==> src/rtl/tlb_op_sequencer_pkg.sv <==
// tlb_params: shared types for the TLB instruction sequencer.
// Indices carried in the search result are sized for the largest supported
// TLB (64 entries); the sequencer keeps only the low IW bits.
package tlb_params;

    localparam int TLB_IDX_W = 6;

    typedef enum logic [1:0] {
        PROBE         = 2'd0,
        READ          = 2'd1,
        WRITE_INDEXED = 2'd2,
        WRITE_RANDOM  = 2'd3
    } tlb_op_t;

    typedef enum logic [1:0] {
        ST_IDLE = 2'd0,
        ST_EXEC = 2'd1,
        ST_DONE = 2'd2
    } seq_state_t;

    typedef struct packed {
        logic [19:0] pfn;
        logic [2:0]  c;
        logic        d;
        logic        v;
    } tlb_entrylo_t;

    // EntryHi (vpn2, asid), global bit, EntryLo0, EntryLo1
    typedef struct packed {
        logic [18:0]  vpn2;
        logic [7:0]   asid;
        logic         g;
        tlb_entrylo_t lo0;
        tlb_entrylo_t lo1;
    } tlb_request_t;

    typedef struct packed {
        logic [18:0] vpn2;
        logic [7:0]  asid;
        logic        is_odd_page;
    } search_request_t;

    typedef struct packed {
        logic                 found;
        logic [TLB_IDX_W-1:0] index;
    } search_result_t;

endpackage

==> src/rtl/tlb_random_counter.sv <==
// tlb_random_counter: free-running Random register. Counts down every cycle
// and reloads TLB_NUM-1 once it reaches (or sits below) the wired boundary,
// so the value always stays inside [wired, TLB_NUM-1].
module tlb_random_counter #(
    parameter int TLB_NUM = 16
) (
    input  logic                       clock,
    input  logic                       reset_n,
    input  logic [$clog2(TLB_NUM)-1:0] wired,
    output logic [$clog2(TLB_NUM)-1:0] random
);

    localparam int IW = $clog2(TLB_NUM);
    localparam logic [IW-1:0] TOP_IDX = IW'(TLB_NUM - 1);

    logic [IW-1:0] r_random;

    // Down-count with reload at the wired boundary.
    always_ff @(posedge clock or negedge reset_n) begin
        if (!reset_n) begin
            r_random <= TOP_IDX;
        end else if (r_random <= wired) begin
            r_random <= TOP_IDX;
        end else begin
            r_random <= r_random - IW'(1);
        end
    end

    assign random = r_random;

endmodule

==> src/rtl/tlb_op_sequencer.sv <==
// tlb_op_sequencer: executes one TLB instruction (probe, read, indexed or
// random write) per request against an external TLB with separate search,
// read and write ports. Each op takes exactly three cycles.
// Build option: TLB_RANDOM_WRITE_EN enables the Random counter; without it
// random reads 0 and WRITE_RANDOM writes at op_index like WRITE_INDEXED.
//
// state   | meaning
// --------+----------------------------------------------------------
// ST_IDLE | ready for a request; op fields latched on acceptance
// ST_EXEC | TLB ports driven from latched op; results captured at end
// ST_DONE | one-cycle done pulse
module tlb_op_sequencer
    import tlb_params::*;
#(
    parameter int TLB_NUM = 16
) (
    input  logic                       clock,
    input  logic                       reset_n,
    input  logic                       op_valid,
    output logic                       op_ready,
    input  tlb_op_t                    op_code,
    input  tlb_request_t               op_entry,
    input  logic [$clog2(TLB_NUM)-1:0] op_index,
    input  logic [$clog2(TLB_NUM)-1:0] wired,
    output logic                       done,
    output logic                       probe_found,
    output logic [$clog2(TLB_NUM)-1:0] probe_index,
    output tlb_request_t               read_entry,
    output logic [$clog2(TLB_NUM)-1:0] random,
    output search_request_t            tlb_search_req,
    input  search_result_t             tlb_search_res,
    output logic                       tlb_we,
    output logic [$clog2(TLB_NUM)-1:0] tlb_w_index,
    output tlb_request_t               tlb_w_data,
    output logic [$clog2(TLB_NUM)-1:0] tlb_r_index,
    input  tlb_request_t               tlb_r_data
);

    localparam int IW = $clog2(TLB_NUM);

    seq_state_t    r_state;
    seq_state_t    w_next_state;
    tlb_op_t       r_op;
    tlb_request_t  r_entry;
    logic [IW-1:0] r_index;
    logic          r_probe_found;
    logic [IW-1:0] r_probe_index;
    tlb_request_t  r_read_entry;
    logic          w_accept;
    logic [IW-1:0] w_random;

`ifdef TLB_RANDOM_WRITE_EN
    tlb_random_counter #(
        .TLB_NUM (TLB_NUM)
    ) u_random (
        .clock   (clock),
        .reset_n (reset_n),
        .wired   (wired),
        .random  (w_random)
    );
`else
    logic w_unused_wired;
    assign w_unused_wired = ^wired;
    assign w_random       = '0;
`endif

    assign random   = w_random;
    assign w_accept = op_valid && (r_state == ST_IDLE);

    // State register; reset aborts any op in flight.
    always_ff @(posedge clock or negedge reset_n) begin
        if (!reset_n) begin
            r_state <= ST_IDLE;
        end else begin
            r_state <= w_next_state;
        end
    end

    // Next state, handshake and TLB port drive from the latched op.
    always_comb begin
        w_next_state   = r_state;
        op_ready       = 1'b0;
        done           = 1'b0;
        tlb_we         = 1'b0;
        tlb_w_index    = '0;
        tlb_w_data     = '0;
        tlb_r_index    = '0;
        tlb_search_req = '0;
        case (r_state)
            ST_IDLE: begin
                op_ready = 1'b1;
                if (op_valid) begin
                    w_next_state = ST_EXEC;
                end
            end
            ST_EXEC: begin
                w_next_state = ST_DONE;
                case (r_op)
                    PROBE: begin
                        tlb_search_req.vpn2        = r_entry.vpn2;
                        tlb_search_req.asid        = r_entry.asid;
                        tlb_search_req.is_odd_page = 1'b0;
                    end
                    READ: begin
                        tlb_r_index = r_index;
                    end
                    WRITE_INDEXED, WRITE_RANDOM: begin
                        tlb_we      = 1'b1;
                        tlb_w_index = r_index;
                        tlb_w_data  = r_entry;
                    end
                    default: ;
                endcase
            end
            ST_DONE: begin
                done         = 1'b1;
                w_next_state = ST_IDLE;
            end
            default: begin
                w_next_state = ST_IDLE;
            end
        endcase
    end

    // Latch the request; WRITE_RANDOM freezes the Random value at acceptance.
    always_ff @(posedge clock or negedge reset_n) begin
        if (!reset_n) begin
            r_op    <= PROBE;
            r_entry <= '0;
            r_index <= '0;
        end else if (w_accept) begin
            r_op    <= op_code;
            r_entry <= op_entry;
`ifdef TLB_RANDOM_WRITE_EN
            r_index <= (op_code == WRITE_RANDOM) ? w_random : op_index;
`else
            r_index <= op_index;
`endif
        end
    end

    // Capture probe/read results at the end of EXEC; writes leave them alone.
    always_ff @(posedge clock or negedge reset_n) begin
        if (!reset_n) begin
            r_probe_found <= 1'b0;
            r_probe_index <= '0;
            r_read_entry  <= '0;
        end else if (r_state == ST_EXEC) begin
            if (r_op == PROBE) begin
                r_probe_found <= tlb_search_res.found;
                r_probe_index <= IW'(tlb_search_res.index);
            end else if (r_op == READ) begin
                r_read_entry <= tlb_r_data;
            end
        end
    end

    assign probe_found = r_probe_found;
    assign probe_index = r_probe_index;
    assign read_entry  = r_read_entry;

endmodule

==> config.mk <==
export PLATFORM = sky130hd
export DESIGN_NAME = tlb_op_sequencer
export DESIGN_NICKNAME = d
export VERILOG_FILES = /design/src/rtl/tlb_op_sequencer_pkg.sv /design/src/rtl/tlb_random_counter.sv /design/src/rtl/tlb_op_sequencer.sv
export SDC_FILE = /design/constraint.sdc
export NUM_CORES = 1
export LEC_CHECK = 0
export ABC_AREA = 1
export CORE_AREA = 5 5 146 148
export DETAILED_ROUTE_END_ITERATION = 6
export DIE_AREA = 0 0 151 153
export GPL_TIMING_DRIVEN = 0
export PLACE_DENSITY = 0.87
export RECOVER_POWER = 100
export SYNTH_ARGS = -nofsm -noshare
export SYNTH_HDL_FRONTEND = slang
export SYNTH_SLANG_ARGS = --single-unit
==> constraint.sdc <==
create_clock -name clock -period 3.7 [get_ports clock]
set_input_delay 1.11 -clock clock [delete_from_list [all_inputs] [get_ports clock]]
set_output_delay 1.11 -clock clock [all_outputs]
set_load 0.005 [all_outputs]
==> impl_summary.log <==
[metrics] run status: complete, but fails checks
[metrics] violations in the final reports: max-capacitance violations, max-slew violations
[metrics] number of vias per cell after detailed routing: 4.67
[metrics] root buffer cell: sky130_fd_sc_hd__clkbuf_16
[metrics] relative slew slack: -53.7%
[metrics] Cell Count Post-Placement: 1592
[metrics] Initial Utilization: 37.4%
[metrics] overall routing resource usage: 23.0%
[metrics] CTS H-tree depth: 4
[metrics] via count of the first global-routing pass: 7983
[metrics] port buffer count: 368
[metrics] growth of design area from synthesis to finish: 61.8%
[metrics] worst flop-to-flop path startpoint: r_state[1]
[metrics] starting DRC count in detailed routing: 309
[metrics] CTS tree: built
[metrics] Finish-stage setup viols: 0
[metrics] sequential area share after synthesis: 56.7%
[metrics] cells on worst reg2reg path: 6
[metrics] net total in the final layout: 1517
[metrics] final count of pins violating max slew: 94
[metrics] cells after synthesis: 949
[metrics] Overflow after GRT: 0
[metrics] Layout Cell Area excl Fill: 12100 um^2
[metrics] post-synthesis cell type count: 12
[metrics] maximum frequency from static timing analysis: 0.280 GHz
[metrics] pin count of the biggest net entering global routing: 94
[metrics] Row Count: 52
[metrics] Yosys warning count: 0
[metrics] critical path type: reg -> out
[metrics] total leakage power: 6.24 nW
[metrics] Post-Route Skew: 0.00684 ns
[metrics] number of inserted filler cells in the final layout: 1714
[metrics] wire length per cell after detailed routing: 16.4 um
[metrics] critical path endpoint category: primary output
[metrics] data required time at the worst endpoint: 2.59 ns
[metrics] transition time of the tightest slew-check pin: 2.31 ns
[metrics] number of iterations in the first detailed-routing pass: 5
[metrics] Hold WC Path Type: reg -> reg
[metrics] cell area after technology mapping: 7450 um^2
[metrics] hpwl dp: 20800 um
[metrics] Arr. time, crit path: 2.46 ns
[metrics] Startpoint Class: register
[metrics] Post-Syn Area per Cell: 7.85 um^2
[metrics] share of the clock period used by the worst path: 96.6%
[metrics] final estimated routing congestion in global placement: 0.869
[metrics] die outline width: 151 um
[metrics] launch instance of the worst min-delay path: read_entry[58]
[metrics] final wirelength: 26700 um
[metrics] maximum fanout along the worst path: 10
[metrics] floorplan core area: 19900 um^2
[metrics] Fin. Hold Viols: 0
[metrics] most frequent standard cell in the layout excluding fill and tap cells: sky130_fd_sc_hd__nand2_1
[metrics] worst-skew pair later-pin latency: 0.42 ns
[metrics] antenna violations before repair: 1
[metrics] Final ANT Viol Nets: 0
[metrics] non-filler cells in the finished layout: 1625
[metrics] Worst IR Drop VDD: 287 uV
[metrics] placed instance area: 11500 um^2
[metrics] die extent in y: 153 um
[metrics] total number of vias: 7591
[metrics] minimum clock period: 3.57 ns
[metrics] RSZ-0062 raised after global routing: false
[metrics] worst hold path stage count: 2
[metrics] launching instance or port of the critical path: r_op[1]
[metrics] register clock-pin slew on the reported worst setup and hold paths: 0.07 ns
[metrics] power density over the cells: 579 nW/um^2
[metrics] fraction of final layout cells sized beyond drive strength 1: 5.32%
[metrics] synthesis-stage register bit count: 169
[metrics] DRC errors left: 0
[metrics] number of buffers created by CTS: 17
[metrics] hold buffer count at cts: 0
[metrics] number of placed I/O pins: 380
[metrics] Post-Route Utilization: 60.6%
[metrics] Maximum Capacitance Violations: 1
[metrics] die footprint: 23100 um^2
[metrics] commonest cells after routing, fill and taps aside: 338 x sky130_fd_sc_hd__nand2_1, 198 x sky130_fd_sc_hd__clkdlybuf4s50_1, 169 x sky130_fd_sc_hd__dlygate4sd3_1, 169 x sky130_fd_sc_hd__dfrtp_1, 167 x sky130_fd_sc_hd__nand3_1
[metrics] setup TNS: 0 ns
[metrics] Max Root-Sink Buffers: 2
[metrics] clock sink total: 169
[metrics] global-route wire length before repair: 41900 um
## state kept, by name, indices dropped and copies added, names as in the netlist
| signal | flops |
|---|---|
| r_entry | 78 |
| read_entry | 78 |
| probe_index | 4 |
| r_index | 4 |
| r_op | 2 |
| r_state | 2 |
| probe_found | 1 |
## routing by layer
| layer | track usage (%) | vias up | share of wire, % |
|---|---|---|---|
| met5 | 0 | - | 0 |
| met2 | 40.7 | 302 | 50 |
| li1 | - | 3675 | - |
| met3 | 8.82 | 41 | 11 |
| met1 | 25.0 | 3573 | 37 |
| met4 | 7.51 | 0 | 2.4 |
## final timing paths
| kind | to | slack, ns |
|---|---|---|
| hold reg to reg | read_entry[58] | 0.47 |
| max in group asynchronous | r_entry[54] | 0.68 |
| setup / recovery | tlb_r_index[0] | 0.13 |
| min in group asynchronous | read_entry[54] | 1.38 |
| setup reg to reg | r_entry[11] | 1.84 |
| hold / removal | read_entry[58] | 0.47 |
## power breakdown
part,total [W],internal [W],switching (W)
logic,0.00237,0.00121,0.00116
registers,0.00288,0.00252,0.000363
clock network,0.00172,0.000920,0.000803
## cell type report
| class | count | area (um^2) | area share (%) |
|---|---|---|---|
| Clock inverter | 12 | 109 | 0.903 |
| Multi-Input combinational cell | 628 | 2580 | 21.4 |
| Tap cell | 270 | 338 | 2.80 |
| Buffer | 69 | 320 | 2.66 |
| Clock buffer | 20 | 457 | 3.79 |
| Antenna cell | 1 | 2.50 | 0.0208 |
| Timing Repair Buffer | 369 | 3690 | 30.6 |
| Inverter | 87 | 327 | 2.71 |
| Sequential cell | 169 | 4230 | 35.1 |
## kinds of logic after synthesis
kind of cell  after synthesis  synth area share [%]
other cells                 1                0.0503
simple gates              623                  34.3
flops                     169                  56.7
buf+inv                   156                  8.92
## Yosys cell counts
cell type | count | share of area [%]
sky130_fd_sc_hd__nand2_1 | 338 | 17
sky130_fd_sc_hd__dfrtp_1 | 169 | 57
sky130_fd_sc_hd__nand3_1 | 167 | 11
sky130_fd_sc_hd__nor2_1 | 115 | 5.8
sky130_fd_sc_hd__inv_1 | 86 | 4.3
sky130_fd_sc_hd__buf_2 | 42 | 2.8
sky130_fd_sc_hd__clkbuf_1 | 14 | 0.71
sky130_fd_sc_hd__buf_4 | 7 | 0.71
sky130_fd_sc_hd__buf_1 | 6 | 0.30
sky130_fd_sc_hd__nor2_2 | 3 | 0.25
sky130_fd_sc_hd__conb_1 | 1 | 0.050
sky130_fd_sc_hd__inv_2 | 1 | 0.050
## timing repair
item	4_1_cts	5_1_grt
setup endpoints to repair	31	2
resized for setup	2	2
setup buffers	0	0
gates cloned	0	0
## through the flow
stage	power, W	hold WS, ns	setup WS [ns]
2_1_floorplan	0.00383	0.442	1.47
3_3_place_gp	0.00542	0.452	-5.50
3_5_place_dp	0.00553	0.458	0.409
4_1_cts	0.00728	0.474	0.0867
5_1_grt	0.00747	0.486	0.0101
6_report	0.00698	0.466	0.126
## worst max-delay path, cell delays in order (launching register included)
cell and delay (ns):
sky130_fd_sc_hd__dfrtp_1 0.44, sky130_fd_sc_hd__nor2_4 0.28, sky130_fd_sc_hd__nand2_1 0.37, sky130_fd_sc_hd__buf_2 0.32, sky130_fd_sc_hd__nor2_1 0.11, sky130_fd_sc_hd__clkdlybuf4s50_1 0.52
(Power assumes the default switching activity.)
